<file path="src/rtl/button_debounce_if.sv">
// Pushbutton debouncer signal bundle: raw button level in, debounced level, strobes and press count out.
interface button_debounce_if;
    logic       btn_in;
    logic       level;
    logic       press_pulse;
    logic       release_pulse;
    logic       long_pulse;
    logic [7:0] press_count;

    modport master (
        output btn_in,
        input  level, press_pulse, release_pulse, long_pulse, press_count
    );

    modport slave (
        input  btn_in,
        output level, press_pulse, release_pulse, long_pulse, press_count
    );
endinterface

</file>
<file path="src/rtl/button_debounce.sv">
// Synchronizing pushbutton debouncer with press/release strobes and a wrapping press counter.
// Define BUTTON_DEBOUNCE_LONG_PRESS_EN to build the long-press hold counter and long_pulse strobe.
module button_debounce #(
    parameter int unsigned DEBOUNCE_CYCLES   = 1000000,
    parameter int unsigned LONG_PRESS_CYCLES = 100000000
) (
    input logic              clk,
    input logic              resetn,
    button_debounce_if.slave bus
);
    localparam int CNT_W = $clog2(DEBOUNCE_CYCLES + 1);
    localparam logic [CNT_W-1:0] CNT_ONE = CNT_W'(1);
    localparam logic [CNT_W-1:0] CNT_MAX = CNT_W'(DEBOUNCE_CYCLES);

    if (DEBOUNCE_CYCLES < 1 || LONG_PRESS_CYCLES <= DEBOUNCE_CYCLES) begin : g_param_check
        $error("button_debounce: need DEBOUNCE_CYCLES >= 1 and LONG_PRESS_CYCLES > DEBOUNCE_CYCLES");
    end

    typedef enum logic [1:0] {
        IDLE,
        PRESS_WAIT,
        PRESSED,
        RELEASE_WAIT
    } state_t;

    logic             s1, s2;
    state_t           state, state_next;
    logic [CNT_W-1:0] cnt, cnt_next;
    logic             level_q, level_next;
    logic             press_q, press_next;
    logic             release_q, release_next;
    logic [7:0]       count_q, count_next;

    // Two-flop synchronizer; the raw button is asynchronous to clk.
    always_ff @(posedge clk or negedge resetn) begin
        if (!resetn) begin
            s1 <= 1'b0;
            s2 <= 1'b0;
        end else begin
            s1 <= bus.btn_in;
            s2 <= s1;
        end
    end

    always_ff @(posedge clk or negedge resetn) begin
        if (!resetn) begin
            state     <= IDLE;
            cnt       <= '0;
            level_q   <= 1'b0;
            press_q   <= 1'b0;
            release_q <= 1'b0;
            count_q   <= '0;
        end else begin
            state     <= state_next;
            cnt       <= cnt_next;
            level_q   <= level_next;
            press_q   <= press_next;
            release_q <= release_next;
            count_q   <= count_next;
        end
    end

    // Any bounce back to the old level during a wait state abandons the qualification.
    always_comb begin
        state_next   = state;
        cnt_next     = cnt;
        level_next   = level_q;
        press_next   = 1'b0;
        release_next = 1'b0;
        count_next   = count_q;
        case (state)
            IDLE: begin
                if (s2) begin
                    state_next = PRESS_WAIT;
                    cnt_next   = CNT_ONE;
                end
            end
            PRESS_WAIT: begin
                if (!s2) begin
                    state_next = IDLE;
                    cnt_next   = '0;
                end else if (cnt < CNT_MAX) begin
                    cnt_next = cnt + 1'b1;
                end else begin
                    state_next = PRESSED;
                    cnt_next   = '0;
                    level_next = 1'b1;
                    press_next = 1'b1;
                    count_next = count_q + 8'd1;
                end
            end
            PRESSED: begin
                if (!s2) begin
                    state_next = RELEASE_WAIT;
                    cnt_next   = CNT_ONE;
                end
            end
            RELEASE_WAIT: begin
                if (s2) begin
                    state_next = PRESSED;
                    cnt_next   = '0;
                end else if (cnt < CNT_MAX) begin
                    cnt_next = cnt + 1'b1;
                end else begin
                    state_next   = IDLE;
                    cnt_next     = '0;
                    level_next   = 1'b0;
                    release_next = 1'b1;
                end
            end
            default: begin
                state_next = IDLE;
                cnt_next   = '0;
            end
        endcase
    end

    assign bus.level         = level_q;
    assign bus.press_pulse   = press_q;
    assign bus.release_pulse = release_q;
    assign bus.press_count   = count_q;

`ifdef BUTTON_DEBOUNCE_LONG_PRESS_EN
    localparam int HOLD_W = $clog2(LONG_PRESS_CYCLES + 1);
    localparam logic [HOLD_W-1:0] HOLD_MAX = HOLD_W'(LONG_PRESS_CYCLES);

    logic [HOLD_W-1:0] hold_cnt, hold_next;
    logic              long_q, long_next;

    always_ff @(posedge clk or negedge resetn) begin
        if (!resetn) begin
            hold_cnt <= '0;
            long_q   <= 1'b0;
        end else begin
            hold_cnt <= hold_next;
            long_q   <= long_next;
        end
    end

    // Saturation makes the strobe fire once per press; a release accepted on the same edge wins.
    always_comb begin
        hold_next = hold_cnt;
        long_next = 1'b0;
        if (state == PRESS_WAIT && state_next == PRESSED) begin
            hold_next = '0;
        end else if ((state == PRESSED || state == RELEASE_WAIT) && hold_cnt < HOLD_MAX) begin
            hold_next = hold_cnt + 1'b1;
            long_next = (hold_cnt + 1'b1 == HOLD_MAX) && (state_next != IDLE);
        end
    end

    assign bus.long_pulse = long_q;
`else
    assign bus.long_pulse = 1'b0;
`endif

endmodule

</file>
<file path="src/flat_wrapper.sv">
// flat-port wrapper written by rule: the top's interface ports become plain ports
module button_debounce_flat 
#(
    parameter int unsigned DEBOUNCE_CYCLES   = 1000000,
    parameter int unsigned LONG_PRESS_CYCLES = 100000000
)
  (clk, resetn, bus_btn_in, bus_level, bus_press_pulse, bus_release_pulse, bus_long_pulse, bus_press_count);
  button_debounce_if bus_i ();
  input logic clk;
  input logic resetn;
  input wire logic [$bits(bus_i.btn_in)-1:0] bus_btn_in;
  output wire logic [$bits(bus_i.level)-1:0] bus_level;
  output wire logic [$bits(bus_i.press_pulse)-1:0] bus_press_pulse;
  output wire logic [$bits(bus_i.release_pulse)-1:0] bus_release_pulse;
  output wire logic [$bits(bus_i.long_pulse)-1:0] bus_long_pulse;
  output wire logic [$bits(bus_i.press_count)-1:0] bus_press_count;
  assign bus_i.btn_in = bus_btn_in;
  assign bus_level = bus_i.level;
  assign bus_press_pulse = bus_i.press_pulse;
  assign bus_release_pulse = bus_i.release_pulse;
  assign bus_long_pulse = bus_i.long_pulse;
  assign bus_press_count = bus_i.press_count;
  button_debounce #(.DEBOUNCE_CYCLES(DEBOUNCE_CYCLES), .LONG_PRESS_CYCLES(LONG_PRESS_CYCLES)) u_core (.clk(clk), .resetn(resetn), .bus(bus_i));
endmodule
</file>
<file path="config.mk">
export PLATFORM = sky130hd
export DESIGN_NAME = button_debounce_flat
export DESIGN_NICKNAME = d
export VERILOG_FILES = /design/src/rtl/button_debounce_if.sv /design/src/rtl/button_debounce.sv /design/src/flat_wrapper.sv
export SDC_FILE = /design/constraint.sdc
export NUM_CORES = 1
export LEC_CHECK = 0
export ABC_AREA = 1
export CAP_MARGIN = 40
export CORE_MARGIN = 1
export CORE_UTILIZATION = 40
export CTS_BUF_LIST = sky130_fd_sc_hd__clkbuf_16
export DETAILED_ROUTE_END_ITERATION = 12
export PLACE_DENSITY = 0.59
export SYNTH_ARGS = -nofsm -noshare
export SYNTH_HDL_FRONTEND = slang
export SYNTH_SLANG_ARGS = --single-unit
</file>
<file path="constraint.sdc">
create_clock -name clk -period 1.85 [get_ports clk]
set_clock_uncertainty 0.1 [all_clocks]
set_input_delay 0.185 -clock clk [delete_from_list [all_inputs] [get_ports clk]]
set_output_delay 0.185 -clock clk [all_outputs]
set_load 0.02 [all_outputs]
</file>
## Yosys cells after proc, flatten, opt, wreduce, memory -nomap -nowiden

Index checks and enable logic that the tools add are counted.

| word-level totals | value |
|---|---|
| memories | 0 |
| bits in latches | 0 |
| bits in writable memories | 0 |
| input port bits | 3 |
| logic and storage cells | 52 |
| bits in read-only memories | 0 |
| flip-flop bits (word level) | 35 |
| output and inout bits | 12 |

| operators by class | value |
|---|---|
| eq/ne operators | 11 |
| shift operators | 0 |
| reduce and logical (&&, ||, !) cells | 6 |
| divide/modulo/power cells | 0 |
| $add $sub $neg | 2 |
| multipliers | 0 |
| mux-type cells | 23 |
| order comparisons | 1 |
| bitwise logic cells | 1 |

Operators with widths:

| cell | number |
|---|---|
| $mux W20 | 5 |
| $pmux W20 S4 | 1 |
| $add A20 B1 Y20 const B | 1 |
| $lt A20 B20 Y1 const B | 1 |
| $mux W2 | 6 |
| $mux W1 | 9 |
| $add A8 B1 Y8 const B | 1 |
| $ne A2 B2 Y1 const B | 4 |
| $pmux W2 S4 | 1 |
| $reduce_and A5 Y1 | 1 |
| $eq A2 B2 Y1 const B | 2 |
| $ne A2 B1 Y1 const B | 2 |
| $reduce_and A4 Y1 | 1 |
| $ne A3 B2 Y1 const B | 1 |
| $ne A3 B3 Y1 const B | 1 |
| $reduce_and A3 Y1 | 1 |
| $eq A2 B1 Y1 const B | 1 |
| $logic_not A2 Y1 | 1 |
| $pmux W1 S2 | 1 |
| $reduce_and A2 Y1 | 1 |
| $reduce_bool A2 Y1 | 1 |
| $not A1 Y1 | 1 |

## Longest topological paths before layout

| logic depth | value |
|---|---|
| depth in word-level cells | 4 |
| mapped depth | 10 |
| depth with buffers taken out | 10 |

## Worst setup path after synthesis

OpenSTA, ideal clock, no wires.

| timing path | value |
|---|---|
| kind | register to register |
| start | register u_core.cnt[10] |
| end | register u_core.count_q[7] (netlist: u_core.bus.press_count[7]) |
| data arrival time | 1.160 ns |
| buffers on the path | 0 |
| library setup time | 0.118 ns |
| required time | 1.632 ns |
| cell stages (with the launch flop) | 11 |
| setup slack | 0.472 ns |
| clock period less this slack | 1.378 ns |
| path through | dfrtp_1 -> nor2_1 -> nand2_1 -> inv_1 -> nand2_1 -> nand2_1 -> nand2_2 -> nand2_4 -> clkinv_4 -> nand2_1 -> o21ai_2 |

| between the ends | value |
|---|---|
| word-level cells in the longest chain between the ends | 3 |

RTL lines:

| item | line | source |
|---|---|---|
| start, declared | button_debounce.sv:28 | `logic [CNT_W-1:0] cnt, cnt_next;` |
| start signal, assigned | button_debounce.sv:55 | `cnt <= cnt_next;` |
| $lt A20 B20 Y1 | button_debounce.sv:82 | `end else if (cnt < CNT_MAX) begin` |
| $not A1 Y1 (no source line) | - |  |
| $reduce_and A3 Y1 (no source line) | - |  |
| end signal, assigned | button_debounce.sv:59 | `count_q <= count_next;` |
| end, declared | button_debounce.sv:32 | `logic [7:0] count_q, count_next;` |

No other way between the ends.
A chain may end at the register's enable or synchronous reset.

## Final worst setup path

| timing path | value |
|---|---|
| start | register u_core.cnt[0] |
| end | register u_core.cnt[6] |

| between the ends | value |
|---|---|
| word-level cells in the longest chain between the ends | 4 |
| elaborated cells on any way between the ends | 6 |
| those cells by class | add/sub: 1; order compare: 1; mux: 4 |

RTL lines:

| item | line | source |
|---|---|---|
| $add A20 B1 Y20 / $lt A20 B20 Y1 (equally long branches) | - |  |
| $mux W20 (*) | button_debounce.sv:82, button_debounce.sv:102 |  |
| $mux W20, on equally long branches | button_debounce.sv:99, button_debounce.sv:79 |  |
| $pmux W20 S4 (*) | button_debounce.sv:71 | `case (state)` |

Every way passes the cells marked *; elsewhere a longest branch is shown, timed or not.

==> key figures <==
Timing
  • Period Utilization, post-route: 0.894
  • Final setup vio count: 0
  • Max frequency: 0.605 GHz
  • Final setup TNS: 0 ns
  • RSZ-0062 raised after global routing: false
  • Tmin final: 1.65 ns
  • Max Transition Viols Final: 0
  • Final hold vios: 0

Final layout
  • Layout Utilization: 0.506
  • Multi-input combinational cell area: 981 um^2
  • Fill count: 480
  • Commonest non-fill, non-tap cell in the layout: nand2_1
  • Diode count: 0
  • Layout cell share with drive strength beyond 1: 0.0956
  • Reg area: 876 um^2
  • Area Overhead vs Synth: 20.2%
  • Commonest cells after routing, fill and taps aside: nand2_1, dfrtp_1, inv_1
  • Nets: 297

Clock network
  • Later-pin clock latency in the skew report: 0.28 ns
  • Sink Count: 35
  • Root Driver: clkbuf_16
  • TritonCTS clock tree: built
  • H-tree depth: 2
  • Post-CTS Resized: 0
  • Total CTS buffers: 5
  • CTS max path bufs: 2
  • Clk pin slew, worst setup/hold paths: 0.05 ns

Floorplan
  • # rows: 25
  • Starting Density: 0.421
  • Die X: 73.0 um
  • # IOs: 15
  • Core Region: 4790 um^2
  • Die area: 5330 um^2
  • Die Ht: 73.0 um

Logic synthesis
  • Cells after synthesis: 270
  • Syn_area_per_cell: 7.47 um^2
  • Post-synth EDFFs: 0
  • Register bit total from synthesis: 35
  • Top_reg_cell synth: dfrtp_1
  • Synth async-reset ratio: 1.00
  • Syn_nets: 275
  • Area of the mapped netlist: 2020 um^2
  • Post-synthesis sequential area ratio: 0.435
  • Cell variety after synth: 26
  • Synth warn: 0

Run status
  • Status: completed

Run
  • Number of max-cap violations: 0

Route
  • Routed WL: 4.36 mm
  • Wirelength per Cell: 12.1 um
  • DRT Pass-1 Iters: 4
  • Drc violations: 0
  • Vias: 1,732
  • Initial DRC count: 52
  • Antenna Nets Post-Route: 0
  • DR vias/cell: 4.81

Critical path
  • CP Max Fanout: 5
  • R2R Path Start: u_core.cnt[0]
  • Critical Path Sink Type: register
  • CP required: 1.94 ns
  • Crit path DAT: 1.75 ns
  • Critical Path Start: u_core.cnt[0]
  • Crit path launch type: register
  • CP Class: register to register

Place
  • Routability-driven placement congestion ratio: 0.837
  • Port bufs: 13
  • HPWL Detailed: 3.29 mm

Power and ir drop
  • P per Cell Area: 909 nW/um^2
  • Peak VDD IR: 0.403 mV
  • Total power: 2200 uW
  • LEAKAGE: 0.00113 uW

Global routing
  • Pin count of the biggest net entering global routing: 20
  • Global route overflow: 0
  • Global-route wire length before repair: 7.28 mm
  • Global Route Usage Sum: 0.181
  • Initial antenna violation count: 0
  • Vias in the first global route: 1,613

Worst hold path
  • Hold WC Path Type: register to register
  • Hold_sp: u_core.s1
## path summary, 6_finish.rpt
kind / slack (ns) / cells past startpoint / to
hold / removal: 0.24 / 0 / u_core.s2
hold reg to reg: 0.24 / 0 / u_core.s2
setup reg to reg: 0.20 / 7 / u_core.cnt[6]
min in group asynchronous: 0.29 / 2 / u_core.cnt[9]
setup / recovery: 0.20 / 7 / u_core.cnt[6]
max in group asynchronous: 0.91 / 3 / u_core.bus.press_count[3]
## registers in the layout, indices dropped and copies added (netlist names), named ones only
name and count:
u_core.state 1, u_core.bus.level 1, u_core.bus.press_count 8, u_core.bus.release_pulse 1, u_core.s1 1, u_core.cnt 20
u_core.bus.press_pulse 1, u_core.s2 1
## critical path, cell delays in order (launching register included)
cell and delay, ns:
dfrtp_1 0.42, ha_1 0.26, nand3_1 0.20, inv_1 0.13
nand2_1 0.08, o21ai_0 0.15, o21ai_0 0.11, o22ai_1 0.11
## timing repair
action / CTS / global route
setup buffers: 0 / 0
hold buffers: 1 / 0
endpoints found under the hold margin: 18 / 0
## synthesized netlist by cell type, types with 4 or more instances
library cell  count  share of area
nor2_1           28          0.052
nand3_1          16          0.040
o21ai_0          16          0.040
nand4_1           9          0.028
xnor2_1           4          0.017
nand2_2           6          0.019
dfrtp_1          35           0.43
inv_1            33          0.061
o22ai_1           5          0.016
nor2_4            4          0.022
nand2_1          84           0.16
xor2_1           11          0.048
## power breakdown
part | switching [uW] | internal [uW]
sequential | 59.2 | 815
combinational | 275 | 115
clock | 308 | 628
total | 643 | 1560
## per-layer routing
metal,vias to the layer above,global-route usage,part of all wire
met5,-,0,0
met4,0,0.0654,0.017
met3,7,0.0401,0.033
met2,38,0.278,0.45
met1,789,0.252,0.50
li1,898,-,-
## kinds of logic after synthesis
logic type | share of synthesized area
flip-flops | 0.435
XOR/XNOR | 0.0652
other | 0.00186
adder cells (fa/ha/maj) | 0.0124
AND/OR/NAND/NOR | 0.334
buffers and inverters | 0.0788
AO/OA/AOI/OAI | 0.0733
## per-stage QoR
stage / instances / hold WS, ns / cell area (um^2) / setup WS (ns)
6_report: 360 / 0.245 / 2420 / 0.196
4_1_cts: 360 / 0.247 / 2420 / 0.192
3_3_place_gp: 351 / 0.0682 / 2250 / 0.240
3_5_place_dp: 351 / 0.0606 / 2250 / 0.204
2_1_floorplan: 270 / -0.211 / 2020 / 0.472
5_1_grt: 360 / 0.251 / 2420 / 0.0241
## final cells by class
class / count / share of cell area
inverters: 36 / 0.0579
flip-flops and latches: 35 / 0.362
repair buffers: 18 / 0.0733
well taps: 67 / 0.0346
clock inverters: 3 / 0.0160
clock buffers: 5 / 0.0517
multi-input cells: 196 / 0.405
No activity file was read; power rests on OpenSTA's default activity.
